**config.mk**
```make
export PLATFORM = sky130hd
export DESIGN_NAME = tdm_demux_flat
export DESIGN_NICKNAME = d
export VERILOG_FILES = /design/src/rtl/tdm_pkg.sv /design/src/rtl/tdm_demux_if.sv /design/src/rtl/tdm_demux_slot_ctr.sv /design/src/rtl/tdm_demux.sv /design/src/flat_wrapper.sv
export SDC_FILE = /design/constraint.sdc
export NUM_CORES = 1
export LEC_CHECK = 0
export BUFFER_PORTS_ARGS = -buffer_cell sky130_fd_sc_hd__buf_2
export CAP_MARGIN = 10
export CORE_MARGIN = 1.5
export CORE_UTILIZATION = 50
export DETAILED_ROUTE_END_ITERATION = 12
export GPL_TIMING_DRIVEN = 0
export PLACE_DENSITY_LB_ADDON = 0.05
export REMOVE_ABC_BUFFERS = 1
export SLEW_MARGIN = 20
export SYNTH_ARGS = -nofsm -noshare
export SYNTH_HDL_FRONTEND = slang
export SYNTH_SLANG_ARGS = --single-unit
```
**constraint.sdc**
```tcl
create_clock -name clk -period 2.3 [get_ports clk]
set_input_delay 0.23 -clock clk [delete_from_list [all_inputs] [get_ports clk]]
set_output_delay 0.23 -clock clk [all_outputs]
set_load 0.05 [all_outputs]
```
**src/rtl/tdm_pkg.sv**
```systemverilog
// Shared definitions for the TDM demultiplexer: FSM state encoding,
// channel-count limits and the slot-counter width helper.
package tdm_pkg;

    localparam int CHANNELS_DEF = 8;
    localparam int CHANNELS_MIN = 2;
    localparam int CHANNELS_MAX = 8;

    typedef enum logic {
        HUNT   = 1'b0,
        LOCKED = 1'b1
    } tdm_state_e;

    // Width of the slot counter; never narrower than one bit.
    function automatic int slot_width(input int ch);
        return (ch <= 2) ? 1 : $clog2(ch);
    endfunction

endpackage

```
**src/rtl/tdm_demux_if.sv**
```systemverilog
// Bus bundle between the serial TDM source and the demultiplexer.
//
// Handshake: there is no backpressure. en is a one-cycle strobe that
// qualifies din/fsync; the demux must accept every strobed bit. The demux
// side presents frame_valid and sync_err as one-cycle pulses, and ch_out
// and locked as levels. dbg_state mirrors the FSM state register.
interface tdm_demux_if
    import tdm_pkg::*;
#(
    parameter int CHANNELS = CHANNELS_DEF
);
    logic                en;
    logic                din;
    logic                fsync;
    logic [CHANNELS-1:0] ch_out;
    logic                frame_valid;
    logic                locked;
    logic                sync_err;
    logic                dbg_state;

    modport master (
        output en, din, fsync,
        input  ch_out, frame_valid, locked, sync_err, dbg_state
    );

    modport slave (
        input  en, din, fsync,
        output ch_out, frame_valid, locked, sync_err, dbg_state
    );
endinterface

```
**src/rtl/tdm_demux_slot_ctr.sv**
```systemverilog
// Slot counter for the TDM demux: tracks which slot the next strobed bit
// belongs to and flags the last slot of the frame.
module tdm_demux_slot_ctr
    import tdm_pkg::*;
#(
    parameter  int CHANNELS = CHANNELS_DEF,
    localparam int SW       = slot_width(CHANNELS)
) (
    input  logic          clk,
    input  logic          rst,
    input  logic          clear_i,
    input  logic          load1_i,
    input  logic          advance_i,
    output logic [SW-1:0] slot_o,
    output logic          last_o
);
    localparam logic [SW-1:0] SLOT_LAST = SW'(CHANNELS - 1);
    localparam logic [SW-1:0] SLOT_ONE  = SW'(1);

    logic [SW-1:0] slot_q;
    logic [SW-1:0] slot_d;

    // Next slot: clear wins over load-1, load-1 over advance; advance wraps.
    always_comb begin
        slot_d = slot_q;
        if (clear_i) begin
            slot_d = '0;
        end else if (load1_i) begin
            slot_d = SLOT_ONE;
        end else if (advance_i) begin
            slot_d = (slot_q == SLOT_LAST) ? '0 : slot_q + SLOT_ONE;
        end
    end

    // Slot register with synchronous reset.
    always_ff @(posedge clk) begin
        if (rst) begin
            slot_q <= '0;
        end else begin
            slot_q <= slot_d;
        end
    end

    assign slot_o = slot_q;
    assign last_o = (slot_q == SLOT_LAST);

endmodule

```
**src/rtl/tdm_demux.sv**
```systemverilog
// TDM demultiplexer: locks to the frame marker on slot 0, collects one
// bit per slot into a shadow register and updates all output lanes at
// once when the final slot of a frame arrives.
module tdm_demux
    import tdm_pkg::*;
#(
    parameter int CHANNELS = CHANNELS_DEF
) (
    input  logic        clk,
    input  logic        rst,
    tdm_demux_if.slave  bus
);
    localparam int SW = slot_width(CHANNELS);

    localparam logic [0:0] ST_HUNT   = HUNT;
    localparam logic [0:0] ST_LOCKED = LOCKED;

    logic [0:0]          state_q, state_d;
    logic [CHANNELS-1:0] shadow_q, shadow_d;
    logic [CHANNELS-1:0] ch_out_q, ch_out_d;
    logic                fv_q, fv_d;
    logic                err_q, err_d;
    logic                locked_q, locked_d;

    logic                ctr_clear;
    logic                ctr_load1;
    logic                ctr_advance;
    logic [SW-1:0]       slot;
    logic                slot_last;

    tdm_demux_slot_ctr #(
        .CHANNELS (CHANNELS)
    ) u_slot_ctr (
        .clk       (clk),
        .rst       (rst),
        .clear_i   (ctr_clear),
        .load1_i   (ctr_load1),
        .advance_i (ctr_advance),
        .slot_o    (slot),
        .last_o    (slot_last)
    );

    // Framing FSM plus shadow/lane capture; only strobed cycles do work.
    // A marker on the last slot is treated as misplaced, so the fsync
    // branch is checked before the frame-completion branch.
    always_comb begin
        state_d     = state_q;
        shadow_d    = shadow_q;
        ch_out_d    = ch_out_q;
        fv_d        = 1'b0;
        err_d       = 1'b0;
        ctr_clear   = 1'b0;
        ctr_load1   = 1'b0;
        ctr_advance = 1'b0;

        if (bus.en) begin
            if (bus.fsync) begin
                // Start of frame; a nonzero slot means the old frame was cut short.
                shadow_d[0] = bus.din;
                ctr_load1   = 1'b1;
                state_d     = ST_LOCKED;
                if (state_q == ST_LOCKED && slot != '0) begin
                    err_d = 1'b1;
                end
            end else if (state_q == ST_LOCKED) begin
                if (slot == '0) begin
                    // Expected a marker here: drop lock and hunt again.
                    err_d     = 1'b1;
                    state_d   = ST_HUNT;
                    ctr_clear = 1'b1;
                end else begin
                    shadow_d[slot] = bus.din;
                    ctr_advance    = 1'b1;
                    if (slot_last) begin
                        ch_out_d = shadow_d;
                        fv_d     = 1'b1;
                    end
                end
            end
        end

        locked_d = (state_d == ST_LOCKED);
    end

    // State and output registers; reset dominates the strobe.
    always_ff @(posedge clk) begin
        if (rst) begin
            state_q  <= ST_HUNT;
            shadow_q <= '0;
            ch_out_q <= '0;
            fv_q     <= 1'b0;
            err_q    <= 1'b0;
            locked_q <= 1'b0;
        end else begin
            state_q  <= state_d;
            shadow_q <= shadow_d;
            ch_out_q <= ch_out_d;
            fv_q     <= fv_d;
            err_q    <= err_d;
            locked_q <= locked_d;
        end
    end

    assign bus.ch_out      = ch_out_q;
    assign bus.frame_valid = fv_q;
    assign bus.sync_err    = err_q;
    assign bus.locked      = locked_q;
    assign bus.dbg_state   = state_q;

endmodule
```
**src/flat_wrapper.sv**
```systemverilog
// flat-port wrapper written by rule: the top's interface ports become plain ports
module tdm_demux_flat import tdm_pkg::*;
#(
    parameter int CHANNELS = CHANNELS_DEF
)
  (clk, rst, bus_en, bus_din, bus_fsync, bus_ch_out, bus_frame_valid, bus_locked, bus_sync_err, bus_dbg_state);
  tdm_demux_if #(.CHANNELS(CHANNELS)) bus_i ();
  input  logic clk;
  input  logic rst;
  input wire logic [$bits(bus_i.en)-1:0] bus_en;
  input wire logic [$bits(bus_i.din)-1:0] bus_din;
  input wire logic [$bits(bus_i.fsync)-1:0] bus_fsync;
  output wire logic [$bits(bus_i.ch_out)-1:0] bus_ch_out;
  output wire logic [$bits(bus_i.frame_valid)-1:0] bus_frame_valid;
  output wire logic [$bits(bus_i.locked)-1:0] bus_locked;
  output wire logic [$bits(bus_i.sync_err)-1:0] bus_sync_err;
  output wire logic [$bits(bus_i.dbg_state)-1:0] bus_dbg_state;
  assign bus_i.en = bus_en;
  assign bus_i.din = bus_din;
  assign bus_i.fsync = bus_fsync;
  assign bus_ch_out = bus_i.ch_out;
  assign bus_frame_valid = bus_i.frame_valid;
  assign bus_locked = bus_i.locked;
  assign bus_sync_err = bus_i.sync_err;
  assign bus_dbg_state = bus_i.dbg_state;
  tdm_demux #(.CHANNELS(CHANNELS)) u_core (.clk(clk), .rst(rst), .bus(bus_i));
endmodule
```
==> flow_summary.toml <==
[status]
status = "finished clean"

[floorplanning]
ios = 17
dieArea_mm2 = 0.00253
rows = 16
die-width_um = 50.3
start_util_pct = 54.8
core_mm2 = 0.00204
die_h_um = 50.3

[drt]
highest_layer = "met4"
dr.pass1.iters = 4
post-route-drc-count = 0
num_vias = 951
drt_iter0_drc = 22
vias_per_cell = 6.06
routed_wl_um = 2350
wl_met1_um = 1100
antenna_left = 0
wl_met3_um = 111
routedWlPerCell_um = 14.9
dr_wl_met2_um = 1120

[finish]
multiInputGateArea_um2 = 588
final_core_util_pct = 58.5
register_area_um2 = 440
drive_gt1_share_pct = 16.9
nFillCells = 199
fin_nets = 139
diodes = 0
stdcell_count = 157
syn2layout_area_growth_pct = 6.59

[pwr]
p_leak_nw = 0.466
p_switching_uw = 173
power.share.clock_pct = 31.9
combPwrFrac_pct = 9.8
powerDensity_mw_per_mm2 = 565
p_int_uw = 501
seq_power_share_pct = 58.2
irDropWorstVdd_mv = 0.384
swShare_pct = 25.7

[clocking]
insertion_delay_ns = 0.31
clockRootBuffer = "clkbuf_4"
cts_htree_levels = 1
ctsLongestPathBuffers = 2
clkSlewWorstSetupHoldPaths_ns = 0.13
clock-sinks = 22
cts-buffers-inserted = 3
holdBufCountCts = 0
cts_tree = "done"

[grt]
grt_pass1_vias = 892
track_usage_pct = 20.9
antenna_found_initial = 0
grt_pass1_wl_um = 4060
grt_max_degree = 18
grt_overflow = 0

[logic_synthesis]
ys_types = 32
yosys-top-cells-count = "dfxtp_1, a211oi_1, mux2i_1, a31oi_1, nand2_1"
synth_warnings = 0
ys.flop_type = "dfxtp_1"
synth_cells = 124
yosysSeqAreaShare_pct = 39.3
avgSynthCellArea_um2 = 9.03
synth_area_mm2 = 0.00112
synth_largest_area_cell = "dfxtp_1"
yosys.cell_count.top_type = "dfxtp_1"
ys_top_cells_by_area = "dfxtp_1, mux2i_1, a211oi_1"
synth_top_area_share_pct = 39.3
synth_edf_count = 0
async_reset_ff_share_pct = 0
ys_ff_latch = 22

[timing]
fin_crit_sh_pct = 90.1
tightestPinTransition_ns = 0.621
fin_ws_ns = 0.228
finalHoldViolCount = 0
setup_tns_ns = 0
slew_headroom_pct = 58.6
grt_setup_unrepaired = "no"
drv_slew = 0
finClkSkew_ns = 0.00720
clock.fmax_mhz = 483
setup_viol = 0
hold-worst-slack_ns = 0.231
period_needed_ns = 2.07

[critical_path]
worstPathMaxFanout = 17
crit_type = "flip-flop to flip-flop"
cp-start-kind = "flip-flop"
cp.arrival_ns = 2.26
critical_path.endpoint_type = "flip-flop"
startpoint = "u_core.u_slot_ctr.slot_o[0]$_SDFFE_PP0P_"
reg2reg_from = "u_core.u_slot_ctr.slot_o[0]$_SDFFE_PP0P_"
cp_data_required_time_ns = 2.49

[hold_path]
hp-start = "bus_en"
hp-class = "input pin to flip-flop"

[placed_design]
io_buffers = 16
gp_congestion = 0.764
dpl.hpwl_um = 1650
dp_cells = 153
dp_worst_setup_slack_ns = 0.115

[job]
cap_violations = 0
## state kept, by name (all words and copies together) (netlist names)
signal	cells
u_core.bus.ch_out	8
u_core.shadow_q	8
u_core.u_slot_ctr.slot_o	3
u_core.bus.dbg_state	1
u_core.bus.frame_valid	1
u_core.bus.sync_err	1
## cells by family after synthesis
family	share of synthesized area, %
multiplexers	9.83
flip-flops	39.3
XOR/XNOR	0.782
AO/OA/AOI/OAI	19.8
adder cells (fa/ha/maj)	3.35
AND/OR/NAND/NOR	18.5
buffers and inverters	8.38
## path summary, 6_finish.rpt
kind                                       end  slack (ns)  cells after the start
max          u_core.bus.ch_out[6]$_SDFFE_PP0P_        0.23                      5
min            u_core.shadow_q[0]$_SDFFE_PP0P_        0.23                      3
max reg2reg  u_core.bus.ch_out[6]$_SDFFE_PP0P_        0.23                      5
min reg2reg    u_core.shadow_q[6]$_SDFFE_PP0P_        0.47                      2
## cell type report
class,instances,share of cell area [%]
Timing Repair Buffer,16,6.71
Sequential cell,22,36.9
Inverter,4,1.26
Clock buffer,4,3.04
Tap cell,27,2.83
Multi-Input combinational cell,84,49.3
## critical path, stage by stage (launching register included)
cell	delay (ns)
dfxtp_1	0.59
inv_1	0.08
ha_1	0.23
nand2b_1	0.46
and3_1	0.46
a211oi_1	0.12
## metal layers
layer | up-vias | track usage [%]
met5 | - | 0
met4 | 0 | 8.11
met3 | 2 | 2.68
met2 | 29 | 33.8
met1 | 453 | 28.4
li1 | 467 | -
## power groups by stage
stage	Combinational [mW]	Clock, mW	Sequential, mW
finish	0.0663	0.215	0.392
global route	0.0735	0.237	0.394
CTS	0.0659	0.219	0.392
detailed placement	0.0659	0	0.401
global placement	0.0647	0	0.401
floorplan	0.0336	0	0.407
## timing repair
item,in CTS,in global routing
setup buffers,0,0
resized for setup,0,1
endpoints found under the setup margin,0,9
## stage by stage
stage	area (µm²)	power [mW]
2_1_floorplan	1040	0.441
3_3_place_gp	1150	0.465
3_5_place_dp	1150	0.467
4_1_cts	1190	0.677
5_1_grt	1190	0.704
6_report	1190	0.674
## layout by cell type (no fill, tap or decap)
cell type,n
clkinv_1,1
or4_1,2
xnor2_1,1
nor3_1,5
mux2i_1,11
nand3_1,1
and3_1,1
a211oi_1,12
a31oi_1,10
dfxtp_1,22
and3b_1,1
clkbuf_8,1
o21ai_0,3
nand4_1,1
clkbuf_4,3
nor2b_2,2
nor3b_1,3
and2_1,2
or3_1,1
nand4b_1,1
a21oi_1,6
buf_2,16
nand2b_1,2
inv_1,3
o2111ai_1,1
nand3b_1,4
nand2_1,7
o211ai_1,2
ha_1,3
nor2_1,2
Power figures use the tool's default switching activity.
